**src/rtl/ping_pkg.sv**
```systemverilog
// Shared definitions for the PING ultrasonic sensor responder: state
// encoding, default timing constants and counter widths.
package ping_pkg;

  localparam int CNT_W  = 16;
  localparam int INCH_W = 8;

  localparam int DEF_CYC_PER_INCH = 58;
  localparam int DEF_MIN_TRIG_CYC = 1;
  localparam int DEF_MAX_TRIG_CYC = 8;
  localparam int DEF_HOLDOFF_CYC  = 293;
  localparam int DEF_RECOVER_CYC  = 78;
  localparam int DEF_MAX_INCH     = 200;

  // Fixed "no object" echo width used when out-of-range reporting is built in.
  localparam int NO_OBJ_CYC = 7227;

  typedef enum logic [2:0] {
    IDLE,
    TRIG,
    WAITLOW,
    HOLDOFF,
    ECHO,
    RECOVER
  } state_t;

endpackage

```
**src/rtl/ping_responder_if.sv**
```systemverilog
// Pin and control bundle between a PING host (or bench) and the responder.
// pulse_in is the resolved pin value; pulse_out/pulse_en form the tri-state.
interface ping_responder_if;
  import ping_pkg::*;

  logic              pulse_in;
  logic              pulse_out;
  logic              pulse_en;
  logic [INCH_W-1:0] distance;
  logic              enable;
  logic              busy;
  logic              bad_trig;

  modport slave (
    input  pulse_in, distance, enable,
    output pulse_out, pulse_en, busy, bad_trig
  );

  modport master (
    output pulse_in, distance, enable,
    input  pulse_out, pulse_en, busy, bad_trig
  );

endinterface

```
**src/rtl/ping_sync.sv**
```systemverilog
// Two-flop synchronizer for the shared pin with registered edge strobes.
// rise/fall assert in the same cycle that level changes.
module ping_sync (
  input  logic clk,
  input  logic reset,
  input  logic din,
  output logic level,
  output logic rise,
  output logic fall
);

  logic sync_p0;
  logic sync_p1;

  // Synchronize the pin and derive edge strobes aligned with sync_p1.
  always_ff @(posedge clk) begin
    if (reset) begin
      sync_p0 <= 1'b0;
      sync_p1 <= 1'b0;
      rise    <= 1'b0;
      fall    <= 1'b0;
    end else begin
      sync_p0 <= din;
      sync_p1 <= sync_p0;
      rise    <= sync_p0 & ~sync_p1;
      fall    <= ~sync_p0 & sync_p1;
    end
  end

  assign level = sync_p1;

endmodule

```
**src/rtl/ping_responder.sv**
```systemverilog
// PING sensor responder: accepts a host trigger pulse on the shared pin,
// waits a fixed holdoff, then drives an echo whose width is the latched
// distance times CYC_PER_INCH (nested inch/cycle counters, no multiplier).
// Optional macro PING_RESP_OUTRANGE_EN: distances above MAX_INCH give a
// fixed NO_OBJ_CYC echo instead of clamping to MAX_INCH.
module ping_responder
  import ping_pkg::*;
#(
  parameter int unsigned CYC_PER_INCH = DEF_CYC_PER_INCH,
  parameter int unsigned MIN_TRIG_CYC = DEF_MIN_TRIG_CYC,
  parameter int unsigned MAX_TRIG_CYC = DEF_MAX_TRIG_CYC,
  parameter int unsigned HOLDOFF_CYC  = DEF_HOLDOFF_CYC,
  parameter int unsigned RECOVER_CYC  = DEF_RECOVER_CYC,
  parameter int unsigned MAX_INCH     = DEF_MAX_INCH
) (
  input  logic        clk,
  input  logic        reset,
  ping_responder_if.slave bus
);

  localparam int unsigned CNT_LIM = (1 << CNT_W) - 1;

  if ((CYC_PER_INCH * MAX_INCH) > CNT_LIM || HOLDOFF_CYC > CNT_LIM ||
      RECOVER_CYC > CNT_LIM || MAX_TRIG_CYC >= CNT_LIM ||
      NO_OBJ_CYC > CNT_LIM || MAX_INCH > 255 || MAX_INCH == 0 ||
      CYC_PER_INCH == 0 || HOLDOFF_CYC == 0 || RECOVER_CYC == 0 ||
      MIN_TRIG_CYC > MAX_TRIG_CYC) begin : g_param_check
    $error("ping_responder: timing parameters do not fit the counters");
  end

  localparam logic [CNT_W-1:0]  TRIG_MIN   = CNT_W'(MIN_TRIG_CYC);
  localparam logic [CNT_W-1:0]  TRIG_MAX   = CNT_W'(MAX_TRIG_CYC);
  localparam logic [CNT_W-1:0]  HOLD_LAST  = CNT_W'(HOLDOFF_CYC - 1);
  localparam logic [CNT_W-1:0]  INCH_LAST  = CNT_W'(CYC_PER_INCH - 1);
  localparam logic [CNT_W-1:0]  REC_LAST   = CNT_W'(RECOVER_CYC - 1);
  localparam logic [INCH_W-1:0] MAX_D      = INCH_W'(MAX_INCH);

  // Saturate the requested distance into 1..MAX_INCH.
  function automatic logic [INCH_W-1:0] clamp_inch(input logic [INCH_W-1:0] d);
    if (d == '0)
      return INCH_W'(1);
    else if (d > MAX_D)
      return MAX_D;
    else
      return d;
  endfunction

  state_t            state, state_nxt;
  logic [CNT_W-1:0]  cnt, cnt_nxt;
  logic [INCH_W-1:0] inch, inch_nxt;
  logic              bad_strobe, bad_nxt;
  logic              drive_en, drive_val;
  logic              level, rise, fall;
`ifdef PING_RESP_OUTRANGE_EN
  localparam logic [CNT_W-1:0] NOOBJ_LAST = CNT_W'(NO_OBJ_CYC - 1);
  logic              no_obj, no_obj_nxt;
`endif

  ping_sync u_sync (
    .clk   (clk),
    .reset (reset),
    .din   (bus.pulse_in),
    .level (level),
    .rise  (rise),
    .fall  (fall)
  );

  // State, counters and the bad-trigger strobe register.
  always_ff @(posedge clk) begin
    if (reset) begin
      state      <= IDLE;
      cnt        <= '0;
      inch       <= '0;
      bad_strobe <= 1'b0;
`ifdef PING_RESP_OUTRANGE_EN
      no_obj     <= 1'b0;
`endif
    end else begin
      state      <= state_nxt;
      cnt        <= cnt_nxt;
      inch       <= inch_nxt;
      bad_strobe <= bad_nxt;
`ifdef PING_RESP_OUTRANGE_EN
      no_obj     <= no_obj_nxt;
`endif
    end
  end

  // Next-state, counter updates and pin drive; the pin is ignored while driving.
  always_comb begin
    state_nxt = state;
    cnt_nxt   = cnt;
    inch_nxt  = inch;
    bad_nxt   = 1'b0;
    drive_en  = 1'b0;
    drive_val = 1'b0;
`ifdef PING_RESP_OUTRANGE_EN
    no_obj_nxt = no_obj;
`endif
    case (state)
      IDLE: begin
        if (rise && bus.enable) begin
          state_nxt = TRIG;
          cnt_nxt   = CNT_W'(1);
        end
      end
      TRIG: begin
        if (fall) begin
          cnt_nxt = '0;
          if (cnt >= TRIG_MIN && cnt <= TRIG_MAX) begin
            state_nxt = HOLDOFF;
            inch_nxt  = clamp_inch(bus.distance);
`ifdef PING_RESP_OUTRANGE_EN
            no_obj_nxt = (bus.distance > MAX_D);
`endif
          end else begin
            state_nxt = IDLE;
            bad_nxt   = 1'b1;
          end
        end else if (cnt > TRIG_MAX) begin
          state_nxt = WAITLOW;
          cnt_nxt   = '0;
          bad_nxt   = 1'b1;
        end else if (level) begin
          cnt_nxt = cnt + CNT_W'(1);
        end
      end
      WAITLOW: begin
        if (!level) state_nxt = IDLE;
      end
      HOLDOFF: begin
        drive_en = 1'b1;
        if (cnt == HOLD_LAST) begin
          state_nxt = ECHO;
          cnt_nxt   = '0;
        end else begin
          cnt_nxt = cnt + CNT_W'(1);
        end
      end
      ECHO: begin
        drive_en  = 1'b1;
        drive_val = 1'b1;
`ifdef PING_RESP_OUTRANGE_EN
        if (no_obj) begin
          if (cnt == NOOBJ_LAST) begin
            state_nxt = RECOVER;
            cnt_nxt   = '0;
          end else begin
            cnt_nxt = cnt + CNT_W'(1);
          end
        end else
`endif
        begin
          if (cnt == INCH_LAST) begin
            cnt_nxt = '0;
            if (inch == INCH_W'(1))
              state_nxt = RECOVER;
            else
              inch_nxt = inch - INCH_W'(1);
          end else begin
            cnt_nxt = cnt + CNT_W'(1);
          end
        end
      end
      RECOVER: begin
        drive_en = 1'b1;
        if (cnt == REC_LAST) begin
          state_nxt = IDLE;
          cnt_nxt   = '0;
        end else begin
          cnt_nxt = cnt + CNT_W'(1);
        end
      end
      default: begin
        state_nxt = IDLE;
        cnt_nxt   = '0;
      end
    endcase
  end

  assign bus.pulse_en  = drive_en;
  assign bus.pulse_out = drive_val;
  assign bus.busy      = (state == HOLDOFF) || (state == ECHO) || (state == RECOVER);
  assign bus.bad_trig  = bad_strobe;

endmodule

```
**src/flat_wrapper.sv**
```systemverilog
// flat-port wrapper written by rule: the top's interface ports become plain ports
module ping_responder_flat import ping_pkg::*;
#(
  parameter int unsigned CYC_PER_INCH = DEF_CYC_PER_INCH,
  parameter int unsigned MIN_TRIG_CYC = DEF_MIN_TRIG_CYC,
  parameter int unsigned MAX_TRIG_CYC = DEF_MAX_TRIG_CYC,
  parameter int unsigned HOLDOFF_CYC  = DEF_HOLDOFF_CYC,
  parameter int unsigned RECOVER_CYC  = DEF_RECOVER_CYC,
  parameter int unsigned MAX_INCH     = DEF_MAX_INCH
)
  (clk, reset, bus_pulse_in, bus_distance, bus_enable, bus_pulse_out, bus_pulse_en, bus_busy, bus_bad_trig);
  ping_responder_if bus_i ();
  input  logic clk;
  input  logic reset;
  input wire logic [$bits(bus_i.pulse_in)-1:0] bus_pulse_in;
  input wire logic [$bits(bus_i.distance)-1:0] bus_distance;
  input wire logic [$bits(bus_i.enable)-1:0] bus_enable;
  output wire logic [$bits(bus_i.pulse_out)-1:0] bus_pulse_out;
  output wire logic [$bits(bus_i.pulse_en)-1:0] bus_pulse_en;
  output wire logic [$bits(bus_i.busy)-1:0] bus_busy;
  output wire logic [$bits(bus_i.bad_trig)-1:0] bus_bad_trig;
  assign bus_i.pulse_in = bus_pulse_in;
  assign bus_i.distance = bus_distance;
  assign bus_i.enable = bus_enable;
  assign bus_pulse_out = bus_i.pulse_out;
  assign bus_pulse_en = bus_i.pulse_en;
  assign bus_busy = bus_i.busy;
  assign bus_bad_trig = bus_i.bad_trig;
  ping_responder #(.CYC_PER_INCH(CYC_PER_INCH), .MIN_TRIG_CYC(MIN_TRIG_CYC), .MAX_TRIG_CYC(MAX_TRIG_CYC), .HOLDOFF_CYC(HOLDOFF_CYC), .RECOVER_CYC(RECOVER_CYC), .MAX_INCH(MAX_INCH)) u_core (.clk(clk), .reset(reset), .bus(bus_i));
endmodule
```
**config.mk**
```make
export PLATFORM = sky130hd
export DESIGN_NAME = ping_responder_flat
export DESIGN_NICKNAME = d
export VERILOG_FILES = /design/src/rtl/ping_pkg.sv /design/src/rtl/ping_responder_if.sv /design/src/rtl/ping_sync.sv /design/src/rtl/ping_responder.sv /design/src/flat_wrapper.sv
export SDC_FILE = /design/constraint.sdc
export NUM_CORES = 1
export LEC_CHECK = 0
export ABC_CLOCK_PERIOD_IN_PS = 5300
export CAP_MARGIN = 15
export CORE_MARGIN = 1
export CORE_UTILIZATION = 60
export DETAILED_ROUTE_END_ITERATION = 6
export GPL_ROUTABILITY_DRIVEN = 0
export HOLD_SLACK_MARGIN = 0.1
export PLACE_DENSITY = 0.81
export RECOVER_POWER = 100
export SKIP_CTS_REPAIR_TIMING = 1
export SLEW_MARGIN = 0
export SYNTH_ARGS = -nofsm -noshare
export SYNTH_HDL_FRONTEND = slang
export SYNTH_HIERARCHICAL = 1
export SYNTH_SLANG_ARGS = --single-unit
export TNS_END_PERCENT = 30
```
**constraint.sdc**
```tcl
create_clock -name clk -period 5.3 [get_ports clk]
set_input_delay 1.06 -clock clk [delete_from_list [all_inputs] [get_ports clk]]
set_output_delay 1.06 -clock clk [all_outputs]
set_load 0.03 [all_outputs]
```
=== Word level (Yosys, flattened, before mapping) ===
Cells that the tools add are included.

* Register bits after elaboration: 32
* Bits of input ports: 12
* Output and inout port bits: 4

* $add $sub $neg: 2
* $lt $le $gt $ge: 4
* Eq/ne operators: 20
* Muxes and demuxes: 30
* Bitwise gates (word level): 6
* Reduce and logical (&&, ||, !) cells: 12

{| class="wikitable"
|+ Operators with widths
! cell !! number
|-
| 16-bit two-way mux || 7
|-
| 16-bit one-hot mux with 6 select lines || 1
|-
| 8-bit two-way mux || 6
|-
| 3-bit two-way mux || 8
|-
| 3-bit one-hot mux with 6 select lines || 1
|-
| 16-bit by 1-bit adder with 16-bit output, second input constant || 1
|-
| 16-bit by 6-bit equality test with 1-bit output, second input constant || 1
|-
| 16-bit by 7-bit equality test with 1-bit output, second input constant || 1
|-
| 16-bit by 9-bit equality test with 1-bit output, second input constant || 1
|-
| 16-bit by 1-bit greater-or-equal comparator with 1-bit output, second input constant || 1
|-
| 16-bit by 4-bit greater-than comparator with 1-bit output, second input constant || 1
|-
| 16-bit by 4-bit less-or-equal comparator with 1-bit output, second input constant || 1
|-
| 8-bit one-hot mux with 2 select lines || 1
|-
| 2-bit by 1-bit != test with 1-bit output, second input constant || 6
|-
| 8-bit by 1-bit equality test with 1-bit output, second input constant || 1
|-
| 8-bit greater-than comparator, second input constant || 1
|-
| 8-bit zero test || 1
|-
| 8-bit by 1-bit subtractor with 8-bit output, second input constant || 1
|-
| 7-bit AND reduction || 1
|-
| 3-bit by 2-bit equality test with 1-bit output, second input constant || 2
|-
| 3-bit equality test, second input constant || 2
|-
| 2-bit != test, second input constant || 3
|-
| 1-bit two-way mux || 5
|-
| 5-bit AND reduction || 1
|-
| other kinds (13) || 19
|}

=== Depth between registers and ports, before layout ===
* Depth after elaboration: 6
* Mapped depth: 9
* Gate-level depth less buffers: 8

=== Cells and area by module ===
Netlist, hierarchy kept.

{| class="wikitable"
|+ By module, submodules not included
! module !! instances !! cells an instance !! area each (um^2)
|-
| ping_responder || 1 || 274 || 2035.7
|-
| ping_sync || 1 || 8 || 117.6
|}

=== Worst setup path before layout ===
No wires, ideal clock.

* Path kind: reg-to-output
* Start: reg u_core.state[1]
* End: out bus_pulse_en
* Arrival time: 1700 ps
* Required time: 4240 ps
* Path slack: 2540 ps
* Cell stages (with the launch flop): 5
* Path buffers: 2
* Cell sequence: dfxtp_1 > clkbuf_1 > nand2_1 > o21ai_0 > buf_4

* Longest elaborated chain between the ends: 3
* Elaborated cells between the ends (all ways): 5
* Those cells by class: eq/ne: 3; mux: 1; reduce/logical: 1

{| class="wikitable"
|+ Ends and longest elaborated chain
! what !! line !! text
|-
| start, declared || ping_responder.sv:48 || <nowiki>state_t state, state_nxt;</nowiki>
|-
| start signal, assigned || ping_responder.sv:79 || <nowiki>state <= state_nxt;</nowiki>
|-
| 3-bit equality test or 3-bit by 2-bit equality test with 1-bit output (tied branches) || ping_responder.sv:100 || <nowiki>case (state)</nowiki>
|-
| 3-bit OR reduction (no line) (*) || n/a ||
|-
| 1-bit two-way mux (*) || ping_responder.sv:100 ||
|-
| end, declared || flat_wrapper.sv:19 || <nowiki>output wire logic [$bits(bus_i.pulse_en)-1:0] bus_pulse_en;</nowiki>
|}

Mark *: on every way between the ends. The rest lies on a longest branch, timed or not.

=== Worst setup path in the final report ===
* Start: reg u_core.state[2]
* End: out bus_pulse_out

* Longest elaborated chain between the ends: 2

{| class="wikitable"
|+ Ends and longest elaborated chain
! what !! line !! text
|-
| 3-bit equality test || ping_responder.sv:100 ||
|-
| 1-bit two-way mux || ping_responder.sv:100 ||
|-
| end, declared || flat_wrapper.sv:18 || <nowiki>output wire logic [$bits(bus_i.pulse_out)-1:0] bus_pulse_out;</nowiki>
|}

No other way between the ends.

==> implementation parameters <==
Parameter                              Value

Synth
  Proportion of synthesized area in mux cells    1.39%
  Distinct cells, synth    56
  Warning count from the yosys run    6
  Simple logic cell fraction of the synthesized area    33.7%
  Combinational family with the most area after synthesis    simple AND/OR/NAND/NOR gates
  Adder-cell share of the synthesized area    3.49%
  Top cell type by total area after synthesis    sky130_fd_sc_hd__dfxtp_1
  Ys flop type    sky130_fd_sc_hd__dfxtp_1
  Netlist Area Pre-Place    2150 µm²
  Number of flip-flops and latches in the synthesized netlist    32
  Sequential cell area fraction in the yosys report    29.8%
  Net count after synthesis    300
  Synth Area in Compound Gates    26.4%
  Main area contributors after synthesis    sky130_fd_sc_hd__dfxtp_1 (30%), sky130_fd_sc_hd__a21oi_1 (6.0%), sky130_fd_sc_hd__nand3_1 (5.6%)
  Area share of the largest cell type after synthesis    29.8%
  Synth Area per Inst    7.64 µm²
  Async set or reset register ratio after synthesis    0%
  Instance count of the mapped netlist    282
  Number of enable flip-flop cells after synthesis    0
  Synthesized-area fraction occupied by xor and xnor cells    0%

Setup path
  FF-to-FF path depth    6
  Top delay family on crit path    buffers and inverters
  Type of the worst setup path    register to primary output
  Cell Chain, Critical Path    nor2b_1 -> nand2b_1 -> inv_1 -> dlygate4sd3_1
  Peak per-stage delay on the critical path    0.79 ns
  Number of logic stages on the critical path including buffering    4
  Launching element type of the critical path    register
  Worst-path maximum fanout    17
  Buffers and inverters on the worst path    2
  Cell type of the slowest stage on the worst timing path    sky130_fd_sc_hd__dlygate4sd3_1
  Kind of end point of the critical path    primary output
  Data required time of the critical path    4.24 ns
  Arrival time at the worst endpoint    2.59 ns

Floorplan
  Core Area    3390 µm²
  Full die area    3830 µm²
  Die height    61.9 µm
  Initial Utilization    63.5%
  Standard-cell row count    21
  I/O Pins    16
  Die W    61.9 µm

Power
  Pwr/cell area    272 nW/µm²
  Gate power share    32.7%
  Switch share    37.9%
  Leakage power summed over all cells    0.798 nW
  NetSw    241 µW
  Proportion of power drawn by flip-flops and latches    42.2%
  Cell Int Power    395 µW
  Largest vdd supply drop    0.000198 V
  Power share of the clock group    25.1%

Layout
  Area taken by flip-flops and latches    641 µm²
  Relative area change from synthesis to final layout    8.60%
  Final Non-Filler Cells    335
  Multi-input combinational cell area    1380 µm²
  Diode count    0
  Fraction of final layout cells with drive strength greater than 1    5.88%
  Layout filler cell count    297
  Total Nets Final    307

Global routing
  Via count of the first global-routing pass    1,825
  Antenna violations before repair    0
  GRT overflow    0
  Global routing usage summed across all routing layers    29.4%
  Maximum number of pins on one net before global-route repair    27
  Wire length of the first global-routing pass    8.29 mm

Timing
  Number of setup violations in the final report    0
  Tmin final    3.65 ns
  Setup_tns    0 ns
  Final-report max-slew violation count    0
  RSZ-0062 raised after global routing    no
  Normalized max-slew margin    33.2%
  Measured slew at the worst slew-check pin    0.999 ns
  Fmax achieved    0.274 GHz
  Clock tree skew after final layout    0.00874 ns
  Crit share post-route    68.9%
  Final Worst Setup Slack    1.65 ns
  Number of failing hold endpoints at the final stage    0

Clock tree
  TritonCTS buffer count    5
  Clk buf depth    2
  Clock tree from TritonCTS    yes
  Clock latency at the later pin of the worst-skew pair    0.33 ns
  Clock-pin slew of the registers on the worst-case setup and hold paths    0.10 ns
  Clock sink count    32
  Number of H-tree levels    2
  CTS Root Buffer Type    sky130_fd_sc_hd__clkbuf_4

Placed design
  Number of buffers added on ports    15
  Worst setup timing slack at the placement stage    2.02 ns
  Detailed-placement wirelength estimate    3.66 mm
  Cell count after placement    328

Route
  Number of DRC markers in iteration 0    261
  Wire length after detailed routing    5.09 mm
  Post-route DRC violation count    0
  Average vias per placed instance    6.35
  DR vias    2,126
  Post-DR wirelength/cell    15.2 µm
  Antenna Violating Nets Remaining    0
  Length of the first detailed-routing pass in iterations    4

Hold path
  Worst Hold Depth    1
  Class of the worst hold path    register to register

Status
  Status    complete, no violations

Job
  Max-cap violation count    0
[worst reg2reg max path, cell delays in order, from the launching register on]
cell	delay (ns)
sky130_fd_sc_hd__dfxtp_1	0.40
sky130_fd_sc_hd__nor4_1	0.70
sky130_fd_sc_hd__nand4_1	0.34
sky130_fd_sc_hd__a22oi_1	0.41
sky130_fd_sc_hd__nand2_1	0.46
sky130_fd_sc_hd__or4b_1	0.64
sky130_fd_sc_hd__a41oi_1	0.21
[sequential cells by signal, summed over array words and instances (netlist names)]
name,flops
u_core/inch,8
u_core/u_sync/rise,1
u_core/cnt,16
u_core/bus.bad_trig,1
u_core/state,3
u_core/u_sync/level,1
u_core/u_sync/fall,1
u_core/u_sync/sync_p0,1
[placed cells by master, fill, tap and decap left out, types with 6 or more instances in the layout]
master and n:
sky130_fd_sc_hd__dfxtp_1 32, sky130_fd_sc_hd__o21ai_0 20, sky130_fd_sc_hd__a21oi_1 26, sky130_fd_sc_hd__nor3_1 8, sky130_fd_sc_hd__ha_1 6, sky130_fd_sc_hd__nor4_1 6, sky130_fd_sc_hd__nand2_1 26, sky130_fd_sc_hd__nor2_1 22
sky130_fd_sc_hd__nand3_1 24, sky130_fd_sc_hd__clkdlybuf4s50_1 10, sky130_fd_sc_hd__inv_1 12
[final timing paths]
kind | slack, ns | start | endpoint
worst max-delay path | 1.65 | u_core/state[2]$_SDFFE_PP0P_ | bus_pulse_out
worst min-delay path | 0.45 | u_core/u_sync/sync_p0$_SDFF_PP0_ | u_core/u_sync/fall$_SDFF_PP0_
worst max register to register | 2.05 | u_core/cnt[11]$_SDFFE_PP0P_ | u_core/state[0]$_SDFFE_PP0P_
worst min register to register | 0.45 | u_core/u_sync/sync_p0$_SDFF_PP0_ | u_core/u_sync/fall$_SDFF_PP0_
[routing by layer]
metal	GRT usage, %	part of all wire (%)	vias to the layer above	wire (µm)
li1	-	-	1068	-
met5	0	0	-	0
met3	6.21	4.2	7	212
met2	45.2	48	54	2420
met1	41.6	47	997	2400
met4	8.57	1.1	0	57
[cell families (layout without fill, tap and decap cells)]
family / after synthesis / after routing
AOI/OAI and AO/OA: 85 / 85
adders and majority gates: 6 / 6
buffers and inverters: 27 / 34
DFF: 32 / 32
muxes: 3 / 3
and+or+nand+nor: 129 / 129
[cell usage after synthesis (3+ instances only)]
cell / number
sky130_fd_sc_hd__o31ai_1: 4
sky130_fd_sc_hd__inv_1: 12
sky130_fd_sc_hd__nand2_1: 25
sky130_fd_sc_hd__o21ai_0: 19
sky130_fd_sc_hd__nand3b_1: 3
sky130_fd_sc_hd__nand4_1: 4
sky130_fd_sc_hd__dfxtp_1: 32
sky130_fd_sc_hd__and3_1: 5
sky130_fd_sc_hd__mux2i_1: 3
sky130_fd_sc_hd__nand3_1: 24
sky130_fd_sc_hd__a211oi_1: 4
sky130_fd_sc_hd__nor3_1: 8
sky130_fd_sc_hd__a21o_1: 4
sky130_fd_sc_hd__nor4_1: 6
sky130_fd_sc_hd__nand4b_1: 3
sky130_fd_sc_hd__o211ai_1: 4
sky130_fd_sc_hd__a21oi_1: 26
sky130_fd_sc_hd__nor2_1: 22
sky130_fd_sc_hd__nor2b_1: 3
sky130_fd_sc_hd__ha_1: 6
sky130_fd_sc_hd__nand2b_1: 5
sky130_fd_sc_hd__clkbuf_1: 13
sky130_fd_sc_hd__a31oi_1: 5
[power groups by stage]
| stage | clock [mW] | combinational [mW] | sequential, mW |
|---|---|---|---|
| floorplan | 0 | 0.167 | 0.261 |
| global placement | 0 | 0.205 | 0.274 |
| detailed placement | 0 | 0.210 | 0.274 |
| CTS | 0.165 | 0.212 | 0.268 |
| global route | 0.175 | 0.231 | 0.271 |
| finish | 0.160 | 0.208 | 0.269 |
[metrics by stage]
step           hold slack [ns]  utilization (%)  total power [mW]  area (µm²)
2_1_floorplan            0.412                -             0.428        2150
3_3_place_gp             0.429             67.7             0.479        2290
3_5_place_dp             0.444             67.7             0.483        2290
4_1_cts                  0.458             69.6             0.645        2360
5_1_grt                  0.466             69.0             0.676        2340
6_report                 0.453             69.0             0.636        2340
[cell type report]
class                      count  share of cell area (%)
inverter                      12                    1.93
clock buffer                   7                    2.78
multi-input combinational    223                    59.0
tap                           46                    2.46
sequential                    32                    27.4
timing repair buffer          15                    6.42
(Power assumes the default switching activity.)
